===== config.mk =====
export PLATFORM = sky130hd
export DESIGN_NAME = calc_cmd_arbiter
export DESIGN_NICKNAME = d
export VERILOG_FILES = /design/src/rtl/calc_arb_pkg.sv /design/src/rtl/calc_cmd_arbiter_rr_pick.sv /design/src/rtl/calc_cmd_arbiter.sv
export SDC_FILE = /design/constraint.sdc
export NUM_CORES = 1
export LEC_CHECK = 0
export CORE_ASPECT_RATIO = 0.6
export CORE_MARGIN = 2
export CORE_UTILIZATION = 25
export DETAILED_ROUTE_END_ITERATION = 10
export PLACE_DENSITY = 0.58
export SLEW_MARGIN = 0
export SYNTH_ARGS = -nofsm -noshare
export SYNTH_HDL_FRONTEND = slang
export SYNTH_HIERARCHICAL = 1
export SYNTH_SLANG_ARGS = --single-unit

===== constraint.sdc =====
create_clock -name clk_i -period 3.2 [get_ports clk_i]
set_clock_uncertainty 0.1 [all_clocks]
set_input_delay 0.48 -clock clk_i [delete_from_list [all_inputs] [get_ports clk_i]]
set_output_delay 0.48 -clock clk_i [all_outputs]
set_load 0.005 [all_outputs]

===== src/rtl/calc_arb_pkg.sv =====
// ============================================================================
//  Module      : calc_arb_pkg
//  Description : Shared definitions for the calculator command arbiter.
//                - Arbiter FSM state encoding (3 bits).
//                - Calculator opcode and address widths.
//                - Width of the optional watchdog counter.
//  Revision    : 1.0  initial release
// ============================================================================
`default_nettype none

package calc_arb_pkg;

  // Calculator command field widths.
  localparam int OPCODE_W      = 4;
  localparam int ADDR_W        = 8;

  // Watchdog counter width. Only used when CALC_ARB_TIMEOUT_EN is defined.
  localparam int TIMEOUT_CNT_W = 32;

  // Arbiter FSM states.
  typedef enum logic [2:0] {
    ST_IDLE      = 3'd0,
    ST_ISSUE     = 3'd1,
    ST_WAIT_BUSY = 3'd2,
    ST_WAIT_DONE = 3'd3,
    ST_DONE      = 3'd4
  } arb_state_e;

endpackage : calc_arb_pkg

`default_nettype wire


===== src/rtl/calc_cmd_arbiter_rr_pick.sv =====
// ============================================================================
//  Module      : rr_pick
//  Description : Combinational round-robin selector. Searches the request
//                vector upward from ptr_i+1 (modulo NUM_REQ) and returns the
//                first requester that is set.
//  Ports       : req_i     [NUM_REQ-1:0]  request vector
//                ptr_i     [IDX_W-1:0]    index of the last winner
//                winner_o  [IDX_W-1:0]    selected requester index
//                valid_o                  at least one request is set
//  Revision    : 1.0  initial release
// ============================================================================
`default_nettype none

module rr_pick
  import calc_arb_pkg::*;
#(
  parameter int NUM_REQ = 4,
  parameter int IDX_W   = $clog2(NUM_REQ)
) (
  input  logic [NUM_REQ-1:0] req_i,
  input  logic [IDX_W-1:0]   ptr_i,
  output logic [IDX_W-1:0]   winner_o,
  output logic               valid_o
);

  // One extra bit holds ptr + offset before the modulo wrap; since
  // ptr < NUM_REQ and offset <= NUM_REQ the sum always fits.
  logic [IDX_W:0] w_sum;

  // Walk offsets from farthest to nearest so the nearest set request
  // (highest priority) is the last assignment and wins without a break.
  always_comb begin
    winner_o = '0;
    valid_o  = 1'b0;
    w_sum    = '0;
    for (int off = NUM_REQ; off >= 1; off--) begin
      w_sum = {1'b0, ptr_i} + (IDX_W+1)'(off);
      if (w_sum >= (IDX_W+1)'(NUM_REQ)) begin
        w_sum = w_sum - (IDX_W+1)'(NUM_REQ);
      end
      if (req_i[w_sum[IDX_W-1:0]]) begin
        winner_o = w_sum[IDX_W-1:0];
        valid_o  = 1'b1;
      end
    end
  end

endmodule : rr_pick

`default_nettype wire


===== src/rtl/calc_cmd_arbiter.sv =====
// ============================================================================
//  Module      : calc_cmd_arbiter
//  Description : Round-robin arbiter sharing one calculator datapath among
//                NUM_REQ requesters. Issues one command at a time, follows the
//                calculator busy handshake to completion and returns a
//                one-cycle done pulse to the owner.
//  Ports       : clk_i            system clock, rising edge
//                rst_ni           asynchronous active-low reset
//                req_i            per-requester level request
//                req_a_i/req_b_i  packed operands, lane i at [i*WIDTH +: WIDTH]
//                req_sel_i        packed 4-bit opcodes
//                req_addr_i       packed 8-bit addresses
//                req_rw_i         per-requester read/write bit
//                calc_active_i    calculator enabled; gates new grants
//                busy_i           calculator busy handshake
//                grant_o          one-hot owner of the current transaction
//                done_o           one-cycle completion pulse to the owner
//                timeout_o        watchdog expiry, coincident with done_o
//                valid_cmd_o      one-cycle command strobe
//                in_a_o/in_b_o    latched operands
//                sel_o/addr_o     latched opcode / address
//                rw_mem_o         latched read/write bit
//  Options     : CALC_ARB_TIMEOUT_EN  builds the busy-handshake watchdog
//                (TIMEOUT_CYCLES). Undefined: timeout_o is tied low and the
//                arbiter waits on busy indefinitely.
//  Revision    : 1.0  initial release
// ============================================================================
`default_nettype none

module calc_cmd_arbiter
  import calc_arb_pkg::*;
#(
  parameter int NUM_REQ        = 4,
  parameter int WIDTH          = 8,
  parameter int TIMEOUT_CYCLES = 1024
) (
  input  logic                        clk_i,
  input  logic                        rst_ni,
  input  logic [NUM_REQ-1:0]          req_i,
  input  logic [NUM_REQ*WIDTH-1:0]    req_a_i,
  input  logic [NUM_REQ*WIDTH-1:0]    req_b_i,
  input  logic [NUM_REQ*OPCODE_W-1:0] req_sel_i,
  input  logic [NUM_REQ*ADDR_W-1:0]   req_addr_i,
  input  logic [NUM_REQ-1:0]          req_rw_i,
  input  logic                        calc_active_i,
  input  logic                        busy_i,
  output logic [NUM_REQ-1:0]          grant_o,
  output logic [NUM_REQ-1:0]          done_o,
  output logic                        timeout_o,
  output logic                        valid_cmd_o,
  output logic [WIDTH-1:0]            in_a_o,
  output logic [WIDTH-1:0]            in_b_o,
  output logic [OPCODE_W-1:0]         sel_o,
  output logic [ADDR_W-1:0]           addr_o,
  output logic                        rw_mem_o
);

  localparam int IDX_W = $clog2(NUM_REQ);

  arb_state_e           state_q, state_d;
  logic [IDX_W-1:0]     ptr_q;
  logic [IDX_W-1:0]     owner_q;
  logic [NUM_REQ-1:0]   grant_q;
  logic [WIDTH-1:0]     in_a_q, in_b_q;
  logic [OPCODE_W-1:0]  sel_q;
  logic [ADDR_W-1:0]    addr_q;
  logic                 rw_q;

  logic [IDX_W-1:0]     pick_idx;
  logic                 pick_valid;
  logic                 start;
  logic                 timeout_hit;
  logic                 timeout_flag;

  // --------------------------------------------------------------------------
  // Round-robin winner selection
  // --------------------------------------------------------------------------
  rr_pick #(
    .NUM_REQ (NUM_REQ),
    .IDX_W   (IDX_W)
  ) u_rr_pick (
    .req_i    (req_i),
    .ptr_i    (ptr_q),
    .winner_o (pick_idx),
    .valid_o  (pick_valid)
  );

  assign start = (state_q == ST_IDLE) && calc_active_i && pick_valid;

  // --------------------------------------------------------------------------
  // Optional watchdog on the busy handshake
  // --------------------------------------------------------------------------
`ifdef CALC_ARB_TIMEOUT_EN
  logic [TIMEOUT_CNT_W-1:0] wdog_cnt_q;
  logic                     timeout_flag_q;

  assign timeout_hit = ((state_q == ST_WAIT_BUSY) || (state_q == ST_WAIT_DONE)) &&
                       (wdog_cnt_q == TIMEOUT_CNT_W'(TIMEOUT_CYCLES - 1));
  assign timeout_flag = timeout_flag_q;

  // Counter is cleared while in ISSUE so it reads 0 on the first WAIT_BUSY
  // cycle. The flag records whether DONE was reached through expiry.
  always_ff @(posedge clk_i or negedge rst_ni) begin
    if (!rst_ni) begin
      wdog_cnt_q     <= '0;
      timeout_flag_q <= 1'b0;
    end else begin
      if (state_q == ST_ISSUE) begin
        wdog_cnt_q     <= '0;
        timeout_flag_q <= 1'b0;
      end else if ((state_q == ST_WAIT_BUSY) || (state_q == ST_WAIT_DONE)) begin
        wdog_cnt_q     <= wdog_cnt_q + 1'b1;
        timeout_flag_q <= timeout_hit;
      end
    end
  end
`else
  assign timeout_hit  = 1'b0;
  assign timeout_flag = 1'b0;
`endif

  // --------------------------------------------------------------------------
  // FSM: state register
  // --------------------------------------------------------------------------
  always_ff @(posedge clk_i or negedge rst_ni) begin
    if (!rst_ni) begin
      state_q <= ST_IDLE;
    end else begin
      state_q <= state_d;
    end
  end

  // --------------------------------------------------------------------------
  // FSM: next-state logic
  // Watchdog expiry takes precedence over the busy handshake so the counter
  // can never run past its limit.
  // --------------------------------------------------------------------------
  always_comb begin
    state_d = state_q;
    case (state_q)
      ST_IDLE: begin
        if (start) begin
          state_d = ST_ISSUE;
        end
      end
      ST_ISSUE: begin
        state_d = ST_WAIT_BUSY;
      end
      ST_WAIT_BUSY: begin
        if (timeout_hit) begin
          state_d = ST_DONE;
        end else if (busy_i) begin
          state_d = ST_WAIT_DONE;
        end
      end
      ST_WAIT_DONE: begin
        if (timeout_hit || !busy_i) begin
          state_d = ST_DONE;
        end
      end
      ST_DONE: begin
        state_d = ST_IDLE;
      end
      default: begin
        state_d = ST_IDLE;
      end
    endcase
  end

  // --------------------------------------------------------------------------
  // FSM: outputs decoded from the registered state
  // --------------------------------------------------------------------------
  always_comb begin
    valid_cmd_o = 1'b0;
    done_o      = '0;
    timeout_o   = 1'b0;
    case (state_q)
      ST_ISSUE: begin
        valid_cmd_o = 1'b1;
      end
      ST_DONE: begin
        // grant_q still marks the owner during DONE.
        done_o    = grant_q;
        timeout_o = timeout_flag;
      end
      default: begin
        valid_cmd_o = 1'b0;
      end
    endcase
  end

  // --------------------------------------------------------------------------
  // Grant, round-robin pointer and latched command fields
  // Operands are loaded only on a new grant, so they stay frozen for the
  // whole transaction and hold afterwards until the next grant.
  // --------------------------------------------------------------------------
  always_ff @(posedge clk_i or negedge rst_ni) begin
    if (!rst_ni) begin
      grant_q <= '0;
      ptr_q   <= IDX_W'(NUM_REQ - 1);
      owner_q <= '0;
      in_a_q  <= '0;
      in_b_q  <= '0;
      sel_q   <= '0;
      addr_q  <= '0;
      rw_q    <= 1'b0;
    end else begin
      if (start) begin
        grant_q <= NUM_REQ'(1) << pick_idx;
        owner_q <= pick_idx;
        in_a_q  <= req_a_i[int'(pick_idx)*WIDTH +: WIDTH];
        in_b_q  <= req_b_i[int'(pick_idx)*WIDTH +: WIDTH];
        sel_q   <= req_sel_i[int'(pick_idx)*OPCODE_W +: OPCODE_W];
        addr_q  <= req_addr_i[int'(pick_idx)*ADDR_W +: ADDR_W];
        rw_q    <= req_rw_i[pick_idx];
      end else if (state_q == ST_DONE) begin
        // The finished owner drops to lowest priority for the next round.
        grant_q <= '0;
        ptr_q   <= owner_q;
      end
    end
  end

  assign grant_o  = grant_q;
  assign in_a_o   = in_a_q;
  assign in_b_o   = in_b_q;
  assign sel_o    = sel_q;
  assign addr_o   = addr_q;
  assign rw_mem_o = rw_q;

endmodule : calc_cmd_arbiter

`default_nettype wire


==> results of run 1 <==
logic make-up (layout without fill, tap and decap cells):
kind of cell / Yosys count / count (layout)
compound gates: 7 / 7
buf+inv: 15 / 176
flops: 40 / 40
mux: 67 / 67
other cells: 1 / 1
simple gates: 28 / 28
flip-flops by register name (all words and copies together), names as in the netlist:
| register | cells |
|---|---|
| sel_o | 4 |
| state_q | 3 |
| in_a_o | 8 |
| grant_o | 4 |
| in_b_o | 8 |
| rw_mem_o | 1 |
| ptr_q | 2 |
| owner_q | 2 |
| addr_o | 8 |
stage by stage:
stage	setup slack, ns	cell area, um^2
after floorplan	0.804	2520
after global placement	0.479	4270
after detailed placement	0.457	4270
after CTS	0.739	4430
after global routing	0.673	4430
final	0.749	4430
area by class of cell:
cell class / count / area, um^2
Multi-Input combinational cell: 103 / 1420
Clock buffer: 6 / 129
Fill cell: 890 / 5380
Sequential cell: 40 / 1000
Clock inverter: 2 / 35.0
Timing Repair Buffer: 167 / 1680
Tap cell: 135 / 169
Inverter: 1 / 3.75
power by group:
part	internal [uW]	switching (uW)	total [uW]
Sequential	769	174	942
Combinational	1220	550	1770
Clock	367	199	566
Total	2360	922	3280
worst max-delay path, cell delays in order:
cell and delay, ns:
clkdlybuf4s50_1 0.53, and2b_1 0.18, a21oi_2 0.05, o221ai_4 0.25, buf_12 0.22, mux4_2 0.52, mux2_4 0.28
synthesized netlist by cell type:
cell and number:
a211oi_1 1, a21oi_1 2, a21oi_2 1, a31oi_1 1
and2b_1 1, and3_2 4, and3b_2 1, buf_12 3
buf_2 4, buf_4 1, buf_6 1, clkbuf_1 5
conb_1 1, dfrtp_1 38, dfstp_2 2, inv_1 1
mux2_2 7, mux2_4 26, mux2i_1 5, mux4_2 29
nand2_1 8, nand2b_1 5, nor2_1 4, nor2b_1 1
nor3b_1 1, o221ai_2 1, o31a_1 1, or2_2 1
or3b_2 1, or4_1 1
final timing paths:
path                             end
max in group asynchronous   sel_o[1]
max reg2reg                addr_o[6]
max                        addr_o[6]
min in group clk_i          rw_mem_o
min reg2reg                 rw_mem_o
min                        addr_o[6]
layout by cell type (no fill, tap or decap), types with 2 or more instances in the layout:
cell type        instances
buf_4                    4
dfstp_2                  2
nor2_1                   4
nand2_1                  8
nand2b_1                 5
mux2_2                   7
mux2i_1                  5
clkbuf_16                5
clkdlybuf4s50_1        160
mux4_2                  29
buf_12                   2
mux2_4                  26
and3_2                   4
dfrtp_1                 38
layer usage:
layer	part of all wire, %	global-route usage (%)	wire length, um
met4	0.61	2.87	44
met5	0	0	0
met3	7.2	3.70	515
met1	46	18.2	3330
met2	46	21.0	3310
==> results.yml, run 1 <==
placed_design:
  gp_congestion: 0.719
  port_buffers: 161
  dp_hpwl_um: 5710
  dpl.cell_count: 446
run_status:
  status: "finished, final reports clean"
finish:
  fin_cells: 454
  layout-drive-gt1-share_pct: 27.9
  final_core_util_pct: 45.2
  nNetsFinal: 442
  diodes: 0
  area_growth_pct: 76.1
worst_setup_path:
  required_ns: 3.26
  cp-start-kind: "input pin"
  r2r-start: "ptr_q[1]"
  worst-r2r-cell-count: 6
  r2r_slack_ns: 0.91
  arrival_ns: 2.52
  cp_max_fo: 19
  startpoint: "req_i[3]"
  cp-end-kind: "register"
  crit_type: "input pin to register"
synth:
  synthSimpleGateAreaFrac_pct: 6.36
  synth_compound_area_share_pct: 2.24
  synthAdderAreaFrac_pct: 0
  synth_area_per_cell_um2: 15.9
  yosysSeqAreaShare_pct: 39.9
  ys_ff_latch: 40
  synth_top_family_by_area: "multiplexers"
  syn-cell-area_um2: 2520
  synth_cell_types: 30
  ys_warn_count: 6
  yosys.area_share.xor_xnor_pct: 0
  synthCells: 158
  yosys.area.top_type: "dfrtp_1"
  synth_mux_area_share_pct: 46.6
  yosys.area.top_type_share_pct: 37.8
  synth_area_leaders: "dfrtp_1, mux4_2, mux2_4"
  syn_nets: 282
routing:
  vias_per_cell: 4.39
  dr_total_vias: 1992
  drc: 0
  routed_wirelength_um: 7200
  wl_per_cell_um: 15.9
  drt_iter0_drc: 83
  dr.pass1.iters: 4
  ant_nets: 0
global_route:
  grt_overflow: 0
  grt_max_degree: 41
  grt_pass1_vias: 2170
  antenna_found_initial: 0
  grt_use_total_pct: 13.2
  grt_first_pass_wirelength_um: 11200
floorplan:
  fp.dieW_um: 134
  rows: 28
  core_area_um2: 9810
  dieArea_um2: 10900
  boundaryPins: 163
  initial_core_util_pct: 25.7
  die_h_um: 81.7
clock_network:
  cts_tree: "yes"
  ctsResizeCount: 0
  postCtsSetupBuffers: 0
  clock_path_buffers: 2
  path_clk_slew_ns: 0.06
  numCtsBuffers: 5
  cts-root-buf: "clkbuf_16"
  clock_latency_ns: 0.28
  cts_max_level: 2
  cts_sinks: 40
  cts_hold_buf: 0
sta:
  rsz0062_at_grt: "no"
  post-route-min-period_ns: 2.45
  fin_crit_sh_pct: 76.6
  report.final.hold_viol_count: 0
  hold_ws_ns: 0.251
  tns_ns: 0
  setup_viol: 0
  fmax_mhz: 408
  worstMarginPinSlew_ns: 0.951
  drv_slew: 0
  slew_headroom_pct: 36.6
power:
  p_leak_uw: 0.00183
  power.total_uw: 3280
  cellPowerDensity_nw_per_um2: 739
  vdd_drop_max_mv: 0.282
flow_run:
  drv_cap: 0
min_path:
  min_path_type: "input pin to asynchronous set/reset pin"
No activity file was read; power rests on OpenSTA's default activity.
==> run 2: changes to the inputs <==
--- a/config.mk
+++ b/config.mk
@@ -9,7 +9,7 @@
 export CORE_MARGIN = 2
 export CORE_UTILIZATION = 25
 export DETAILED_ROUTE_END_ITERATION = 10
-export PLACE_DENSITY = 0.58
+export PLACE_DENSITY = 0.6
 export SLEW_MARGIN = 0
 export SYNTH_ARGS = -nofsm -noshare
 export SYNTH_HDL_FRONTEND = slang
==> constraint.sdc (replaced) <==
create_clock -name clk_i -period 2.15 [get_ports clk_i]
set_clock_uncertainty 0.1 [all_clocks]
set_input_delay 0.3225 -clock clk_i [delete_from_list [all_inputs] [get_ports clk_i]]
set_output_delay 0.3225 -clock clk_i [all_outputs]
set_load 0.005 [all_outputs]
==> results.yml, run 2 (synthesized netlist as in run 1, its figures left out) <==
run_status:
  status: "finished with violations"
  violations: "negative setup slack"
finish:
  area_growth_pct: 83.1
  nNetsFinal: 459
  mostFrequentLayoutCells: "clkdlybuf4s50_1, dfrtp_1, mux4_2"
  final_core_util_pct: 47.0
  multiInputGateArea_um2: 1430
  register_area_um2: 1000
  n_fill_cell: 873
  layout-drive-gt1-share_pct: 31.5
  mostFrequentLayoutCell: "clkdlybuf4s50_1"
  diodes: 0
power:
  p_leak_uw: 0.00193
  vdd_drop_max_mv: 0.371
  power.total_uw: 5050
  cellPowerDensity_nw_per_um2: 1100
floorplan:
  dieArea_um2: 10900
  die_h_um: 81.7
  rows: 28
  fp.dieW_um: 134
  core_area_um2: 9810
  initial_core_util_pct: 25.7
  boundaryPins: 163
routing:
  drt_iter0_drc: 48
  vias_per_cell: 4.41
  met1_length_um: 3540
  dr.pass1.iters: 4
  wl_per_cell_um: 16.3
  dr_total_vias: 2076
  highest_layer: "met4"
  routed_wirelength_um: 7680
  met2_length_um: 3500
  routed-wl-met3_um: 611
  ant_nets: 0
  drc: 0
clock_network:
  cts_sinks: 40
  clock_latency_ns: 0.28
  cts_tree: "yes"
  path_clk_slew_ns: 0.06
  numCtsBuffers: 5
  cts-root-buf: "clkbuf_16"
  cts_max_level: 2
  clock_path_buffers: 2
worst_setup_path:
  required_ns: 2.21
  cpMaxStageDelayCell: "dfstp_2"
  critPathMaxStageDelay_ns: 0.57
  arrival_ns: 2.38
  cp_max_fo: 7
  cp-end-kind: "register"
  path_cells: "nand2b_4, a21oi_2, o221ai_4, buf_4, buf_12, mux4_2, mux2_4"
  cp-start-kind: "register"
  crit_type: "register to register"
placed_design:
  port_buffers: 161
  gp_congestion: 0.689
  dp_hpwl_um: 6000
global_route:
  grt_first_pass_wirelength_um: 11900
  antenna_found_initial: 0
  grt_max_degree: 25
  grt_use_total_pct: 14.4
  grt_pass1_vias: 2217
  grt_overflow: 0
sta:
  report.final.hold_viol_count: 0
  slew_headroom_pct: 61.6
  rsz0062_at_grt: "yes"
  setup_viol: 29
  setup_slack_ns: -0.166
  fin_crit_sh_pct: 108
  fmax_mhz: 432
  post-route-min-period_ns: 2.32
  drv_slew: 0
  worstMarginPinSlew_ns: 0.576
flow_run:
  drv_cap: 0
min_path:
  min_path_type: "register to register"
-- run 2: cell types whose count changed in the layout (fill, tap and decap cells not counted), moves of 2 or more --
cell	previous run	this run
clkdlybuf4s50_1	160	157
buf_4	4	15
buf_8	0	2
dlygate4sd2_1	0	2
buf_12	2	5
-- run 2: path summary, 6_finish.rpt --
path | depth (start not counted) | end | slack (ns) | from
min in group asynchronous | 2 | addr_o[3] | 0.48 | rst_ni
max in group asynchronous | 3 | addr_o[7] | 0.80 | rst_ni
worst max-delay path | 7 | addr_o[1] | -0.17 | ptr_q[1]
worst min-delay path | 1 | sel_o[1] | 0.40 | sel_o[1]
worst max register to register | 7 | addr_o[1] | -0.17 | ptr_q[1]
worst min register to register | 1 | sel_o[1] | 0.40 | sel_o[1]
-- run 2: worst max-delay path: cells and delay by family (launching register included) --
kind	cells	cell delay (ns)
buf+inv	2	0.30
compound gates	2	0.29
simple gates	1	0.13
flops	1	0.57
mux	2	0.80
-- run 2: layout make-up --
| type | instances | share of cell area [%] |
|---|---|---|
| timing repair buffer | 184 | 40.3 |
| multi-input combinational | 103 | 31.0 |
| sequential | 40 | 21.8 |
| tap | 135 | 3.67 |
| inverter | 1 | 0.0815 |
| clock buffer | 8 | 3.18 |
-- run 2: power by group --
| part | leakage, uW | total, uW | internal (uW) | switching (uW) |
|---|---|---|---|---|
| sequential | 0.000477 | 1390 | 1140 | 249 |
| clock | 0.0000712 | 753 | 463 | 290 |
| combinational | 0.00138 | 2900 | 2010 | 891 |
-- run 2: stage by stage --
stage	cells	area, um^2	setup WS, ns	setup TNS, ns	hold slack, ns
global route	471	4610	-0.214	-5.58	0.412
detailed placement	456	4370	-0.481	-14.33	0.255
floorplan	158	2560	-0.0352	-0.823	-0.0731
CTS	471	4620	-0.154	-3.66	0.406
finish	471	4610	-0.166	-3.74	0.403
global placement	456	4370	-0.439	-12.96	0.258
-- run 2: routing by layer --
metal	track usage, %	vias to the layer above
met4	3.51	0
li1	-	958
met3	4.94	2
met5	0	-
met2	22.5	79
met1	19.4	1037
-- run 2: repair_timing --
item                                    CTS  global route
endpoints found under the setup margin   32            38
setup buffers                             4             3
hold buffers                              1             0
hold endpoints to repair                 21             0
cloned                                    2             0
resized for setup                         6            11
